==> src/rtl/contador_assincrono.sv <==
// Ripple (asynchronous) counter built from a chain of toggle flip-flops, up or down.
// Define CONTADOR_SYNC_OUT_EN to re-time count through a clk-sampled output register.
module contador_assincrono #(
    parameter int unsigned WIDTH = 4,
    parameter int unsigned DOWN  = 0
) (
    input  logic             clk,
    input  logic             reset,
    output logic [WIDTH-1:0] count,
    output logic             tc
);

    logic [WIDTH-1:0] stage;

    for (genvar i = 0; i < WIDTH; i++) begin : gen_stage
        logic stage_q;

        if (i == 0) begin : gen_first
            always_ff @(posedge clk or posedge reset) begin
                if (reset) begin
                    stage_q <= 1'b0;
                end else begin
                    stage_q <= ~stage_q;
                end
            end
        end else if (DOWN == 0) begin : gen_up
            // A 1->0 carry out of the previous stage advances this one.
            always_ff @(negedge stage[i-1] or posedge reset) begin
                if (reset) begin
                    stage_q <= 1'b0;
                end else begin
                    stage_q <= ~stage_q;
                end
            end
        end else begin : gen_down
            // A 0->1 borrow out of the previous stage advances this one.
            always_ff @(posedge stage[i-1] or posedge reset) begin
                if (reset) begin
                    stage_q <= 1'b0;
                end else begin
                    stage_q <= ~stage_q;
                end
            end
        end

        assign stage[i] = stage_q;
    end

`ifdef CONTADOR_SYNC_OUT_EN
    logic [WIDTH-1:0] count_q;

    // Samples the settled value from the previous period; stage 0 updates in the same edge.
    always_ff @(posedge clk or posedge reset) begin
        if (reset) begin
            count_q <= '0;
        end else begin
            count_q <= stage;
        end
    end

    assign count = count_q;
`else
    assign count = stage;
`endif

    // Decoded from count, not from the stages, so tc tracks whatever latency count has.
    assign tc = (DOWN == 0) ? (count == '1) : (count == '0);

endmodule

==> config.mk <==
export PLATFORM = sky130hd
export DESIGN_NAME = contador_assincrono
export DESIGN_NICKNAME = d
export VERILOG_FILES = /design/src/rtl/contador_assincrono.sv
export SDC_FILE = /design/constraint.sdc
export NUM_CORES = 1
export LEC_CHECK = 0
export BUFFER_PORTS_ARGS = -buffer_cell sky130_fd_sc_hd__buf_2
export CAP_MARGIN = 20
export CORE_AREA = 2 2 39 41
export DETAILED_ROUTE_END_ITERATION = 6
export DIE_AREA = 0 0 41 43
export GPL_ROUTABILITY_DRIVEN = 0
export PLACE_DENSITY = 0.35
export SYNTH_ARGS = -nofsm -noshare
export SYNTH_HDL_FRONTEND = slang
export SYNTH_SLANG_ARGS = --single-unit
==> constraint.sdc <==
create_clock -name clk -period 0.8 [get_ports clk]
set_input_delay 0.2 -clock clk [delete_from_list [all_inputs] [get_ports clk]]
set_output_delay 0.2 -clock clk [all_outputs]
set_load 0.05 [all_outputs]
# After elaboration in Yosys (flattened, before gate mapping)

Index checks and enable logic that the tools add are counted.

Output and inout port bits: 5
Bits in latches: 0
Memories: 0
ROM bits: 0
RAM bits: 0
Bits of input ports: 2
Bits in registers: 4

Divide/modulo/power cells: 0
Mux-type cells: 0
Bitwise operators: 4
Reductions and logical operators: 0
Multipliers: 0
Equal/unequal tests: 1
Add/sub/neg operators: 0
Shift-type cells: 0
$lt $le $gt $ge: 0

Operators with widths:

| operator           | count |
|---|---|
| $eq 4x4->1 const B | 1 |
| $not 1->1          | 4 |

# Longest topological paths before layout

Gate-level depths: netlist of the first run.

Depth in word-level cells: 1
Gate-level depth with buffers: 1
Depth with buffers taken out: 1

==> impl_metrics.py, run 1 <==
metrics = {
    "timing": {
        "worst_pin_slew_ns": 0.250,
        "untimed_endpoints": 6,
        "setup_tns_ns": -0.128,
        "slew_violations": 0,
        "rsz0062_at_grt": "yes",
        "unclocked_regs": 3,
        "setup_viol": 2,
        "max_clock_freq_mhz": 1130,
        "hold_viol_final": 0,
        "post-route-period-util": 1.10,
        "finClkSkew_ns": 0,
        "min_period_ns": 0.882,
        "layout_setup_ws_ns": -0.0822,
        "slew_headroom": 0.834,
    },
    "synthesis": {
        "yosysUniqueCellTypes": 5,
        "synth-seq-area-share": 0.635,
        "synth_fp_nets": 16,
        "netlist_area_um2": 158,
        "synth_seq_cells": 4,
        "yosysWarnings": 0,
        "syn_avg_cell_area_um2": 11.3,
        "synthCells": 14,
    },
    "place": {
        "place_inst": 33,
        "port_buffers": 6,
        "hpwl_um": 198,
        "placed_area_um2": 188,
    },
    "detailed_routing": {
        "drc": 0,
        "wl_per_cell_um": 6.45,
        "ant_nets": 0,
        "via_count": 87,
        "drt_pre_antenna_iters": 1,
        "drt-initial-drc-count": 0,
        "routed_wl_um": 213,
        "routed_via_density": 2.64,
    },
    "run_status": {
        "outcome": "finished, violations left",
        "violations": "setup timing",
    },
    "die": {
        "rows": 14,
        "fp.coreArea_mm2": 0.00138,
        "io-pin-count": 7,
        "fp.dieArea_mm2": 0.00176,
        "die_w_um": 41,
        "start_util": 0.114,
        "fp.dieH_um": 43,
    },
    "cells_and_area": {
        "nFillCells": 163,
        "num-nets-final": 21,
        "final_common_cell": "inv_1",
        "top_regs": "gen_stage.stage_q x4",
        "finalNonFillerCells": 33,
        "design_area_um2": 204,
        "layout_common_cells": "5 x inv_1, 4 x buf_2, 3 x dfrtn_1",
        "drive_gt1_frac": 0.471,
        "regMostFlops": "gen_stage.stage_q",
        "largest_reg_flops": 4,
        "num_antenna_cells": 0,
        "final_util": 0.147,
        "area_growth_syn_to_layout_pct": 29.4,
    },
    "power": {
        "comb_power_share": 0.111,
        "p_clk_frac": 0,
        "swShare": 0.0755,
        "p_total_uw": 57.9,
        "power_density_mw_per_mm2": 284,
        "leakagePower_uw": 0.000119,
        "seqPwrFrac": 0.889,
        "power.switching_uw": 4.37,
        "p_int_uw": 53.5,
        "irDropWorstVdd_uv": 202,
    },
    "setup_path": {
        "r2r_cells": 2,
        "setup.worst_path.end": "tc",
        "reg2reg_from": "gen_stage[0].stage_q",
        "critical_path_required_ns": 0.60,
        "start_kind": "flop",
        "r2r_end": "gen_stage[0].stage_q",
        "worstSetupStartpoint": "gen_stage[0].stage_q",
        "critPathKind": "flop to output port",
        "ff2ff_setup_slack_ns": 0.20,
        "crit_fanout": 2,
        "crit_path_end_kind": "output port",
        "cp.arrival_ns": 0.68,
    },
    "global_routing": {
        "grtUsageTotal": 0.0271,
        "grt_pass1_wl_um": 358,
        "grt_pass1_vias": 93,
        "grt_overflow": 0,
        "antenna_found_initial": 0,
        "grt_max_degree": 5,
    },
    "clock_tree": {
        "clk_pin_slew_ns": 0,
        "clock_insertion_delay_worst_skew_ns": 0,
        "postCtsHoldBufs": 0,
    },
    "worst_hold_path": {
        "hp-class": "input pin to asynchronous set/reset pin",
    },
    "run": {
        "drv_cap": 0,
    },
}
## per-stage QoR
stage / hold slack [ns] / worst slack (ns)
2_1_floorplan: -0.0340 / -0.0677
3_3_place_gp: 0.0783 / -0.166
3_5_place_dp: 0.0931 / -0.178
4_1_cts: 0.0942 / -0.0858
5_1_grt: 0.112 / -0.107
6_report: 0.0854 / -0.0822
## synth_stat cells
library cell / instances / area (µm²)
inv_1: 5 / 18.8
buf_4: 4 / 30.0
and4_1: 1 / 8.76
dfrtn_1: 3 / 75.1
dfrtp_1: 1 / 25.0
## cells by family (layout without fill, tap and decap cells)
group	Yosys count	count (layout)	share of synthesized area
buf+inv	9	12	0.310
flops	4	4	0.635
simple gates	1	1	0.0556
## power groups by stage
stage / logic, µW / clock network, µW / registers [µW]
final: 6.44 / 0 / 51.5
after detailed placement: 6.89 / 0 / 51.5
after CTS: 6.94 / 0 / 51.5
after global routing: 7.95 / 0 / 51.5
after global placement: 6.01 / 0 / 51.5
after floorplan: 3.37 / 0 / 51.5
## worst min path at each step
| stage | end | slack (ns) | cells past startpoint |
|---|---|---|---|
| detailed placement | gen_stage[0].stage_q | 0.09 | 2 |
| floorplan | gen_stage[0].stage_q | -0.03 | 1 |
| global route | gen_stage[0].stage_q | 0.11 | 2 |
| global placement | gen_stage[0].stage_q | 0.08 | 2 |
| CTS | gen_stage[0].stage_q | 0.09 | 2 |
| finish | gen_stage[0].stage_q | 0.09 | 2 |
## area by class of cell
cell class                      instances  area, µm²  share of cell area
Multi-Input combinational cell          1       11.3              0.0552
Inverter                                5       18.8              0.0920
Timing Repair Buffer                    7       53.8               0.264
Tap cell                               16       20.0              0.0982
Sequential cell                         4        100               0.491
## routing by layer
layer | vias up | share of wire | track usage
met4 | 0 | 0 | 0
met5 | - | 0 | 0
met1 | 38 | 0.51 | 0.0355
met3 | 0 | 0.15 | 0
li1 | 42 | - | -
met2 | 7 | 0.34 | 0.0500
## what timing repair did
action                                 in CTS  in global routing
setup buffers                               0                  0
gates resized for setup                     5                  0
endpoints found under the hold margin       0                  0
setup endpoints to repair                   2                  2
## worst max-delay path, stage by stage (launching register included)
cell and delay [ns]:
dfrtp_1 0.33, and4_4 0.21, buf_8 0.14
No activity file was read; power rests on OpenSTA's default activity.
==> inputs of run 2 (changes only) <==
==> constraint.sdc (replaced) <==
create_clock -name clk -period 0.9 [get_ports clk]
set_input_delay 0.225 -clock clk [delete_from_list [all_inputs] [get_ports clk]]
set_output_delay 0.225 -clock clk [all_outputs]
set_load 0.05 [all_outputs]
==> impl_metrics.py, run 2 (synthesized netlist as in run 1, its figures left out) <==
metrics = {
    "run_status": {
        "outcome": "finished, violations left",
        "violations": "setup timing",
    },
    "timing": {
        "setup_viol": 1,
        "post-route-period-util": 1.01,
        "hold_viol_final": 0,
        "hold_ws_ns": 0.110,
        "min_period_ns": 0.907,
        "layout_setup_ws_ns": -0.00716,
        "max_clock_freq_mhz": 1100,
        "slew_headroom": 0.834,
        "worst_pin_slew_ns": 0.250,
        "rsz0062_at_grt": "yes",
        "unclocked_regs": 3,
        "untimed_endpoints": 6,
        "finClkSkew_ns": 0,
        "slew_violations": 0,
        "setup_tns_ns": -0.00716,
    },
    "clock_tree": {
        "clock_insertion_delay_worst_skew_ns": 0,
        "post_cts_buffers": 0,
        "clk_pin_slew_ns": 0,
        "postCtsHoldBufs": 0,
    },
    "detailed_routing": {
        "drt-initial-drc-count": 0,
        "wl_met3_um": 31,
        "routed_wl_um": 213,
        "wl_met2_um": 73,
        "wl_per_cell_um": 6.45,
        "via_count": 87,
        "top_layer": "met3",
        "drt_pre_antenna_iters": 1,
        "wl_met1_um": 108,
        "ant_nets": 0,
        "drc": 0,
        "routed_via_density": 2.64,
    },
    "global_routing": {
        "grt_pass1_vias": 94,
        "grt_overflow": 0,
        "grt_max_degree": 5,
        "antenna_found_initial": 0,
        "grtUsageTotal": 0.0271,
        "grt_pass1_wl_um": 358,
    },
    "cells_and_area": {
        "num-nets-final": 21,
        "layout_common_cells": "5 x inv_1, 4 x buf_2, 3 x dfrtn_1",
        "multi_input_area_um2": 11.3,
        "drive_gt1_frac": 0.471,
        "area_growth_syn_to_layout_pct": 29.4,
        "top_regs": "gen_stage.stage_q x4",
        "num_antenna_cells": 0,
        "final_common_cell": "inv_1",
        "regMostFlops": "gen_stage.stage_q",
        "nFillCells": 163,
        "seq_area_um2": 100,
        "largest_reg_flops": 4,
    },
    "setup_path": {
        "r2r_end": "gen_stage[0].stage_q",
        "critical_path_required_ns": 0.67,
        "start_kind": "flop",
        "r2r_cells": 2,
        "ff2ff_setup_slack_ns": 0.30,
        "crit_fanout": 2,
        "reg2reg_from": "gen_stage[0].stage_q",
        "crit_path_end_kind": "output port",
        "cp.arrival_ns": 0.68,
        "critPathKind": "flop to output port",
    },
    "die": {
        "fp.coreArea_mm2": 0.00138,
        "io-pin-count": 7,
        "rows": 14,
        "die_w_um": 41,
        "start_util": 0.114,
        "fp.dieH_um": 43,
        "fp.dieArea_mm2": 0.00176,
    },
    "place": {
        "hpwl_um": 198,
        "port_buffers": 6,
    },
    "power": {
        "power_density_mw_per_mm2": 252,
        "irDropWorstVdd_uv": 179,
        "leakagePower_uw": 0.000119,
    },
    "worst_hold_path": {
        "hp-class": "input pin to asynchronous set/reset pin",
    },
    "run": {
        "drv_cap": 0,
    },
}
## run 2: where the power goes
group / total (µW) / switching (µW) / internal, µW / leakage, µW
Clock: 0 / 0 / 0 / 0
Sequential: 45.8 / 0 / 45.8 / 0.0000376
Combinational: 5.72 / 3.89 / 1.83 / 0.0000816
Total: 51.5 / 3.89 / 47.6 / 0.000119
## run 2: worst max path at each step
stage	start	end	slack, ns	cells past startpoint
CTS	gen_stage[0].stage_q	tc	-0.01	2
detailed placement	gen_stage[0].stage_q	tc	-0.10	2
global placement	gen_stage[0].stage_q	tc	-0.09	2
finish	gen_stage[0].stage_q	tc	-0.007	2
floorplan	gen_stage[0].stage_q	tc	0.007	1
global route	gen_stage[0].stage_q	tc	-0.03	2
## run 2: metal layers
| layer | GRT usage | vias up |
|---|---|---|
| met2 | 0.0500 | 7 |
| met4 | 0 | 0 |
| met1 | 0.0355 | 38 |
| li1 | - | 42 |
| met3 | 0 | 0 |
| met5 | 0 | - |
## run 2: layout make-up
| cell class | instances | share of cell area |
|---|---|---|
| Inverter | 5 | 0.0920 |
| Multi-Input combinational cell | 1 | 0.0552 |
| Sequential cell | 4 | 0.491 |
| Tap cell | 16 | 0.0982 |
| Timing Repair Buffer | 7 | 0.264 |
## run 2: worst max-delay path, stage by stage, from the launching register on
cell and delay (ns):
dfrtp_1 0.33, and4_4 0.21, buf_8 0.14
## run 2: repair_timing
item | in CTS | in global routing
gates resized for setup | 5 | 0
hold endpoints to repair | 0 | 0
endpoints found under the setup margin | 2 | 1
## run 2: metrics by stage
stage	power [µW]	area (µm²)	util	instances	worst slack, ns
floorplan	48.7	160	-	14	0.00727
global placement	51.1	188	0.136	33	-0.0908
detailed placement	51.9	188	0.136	33	-0.103
CTS	51.9	204	0.147	33	-0.0108
global route	52.8	204	0.147	33	-0.0317
finish	51.5	204	0.147	33	-0.00716
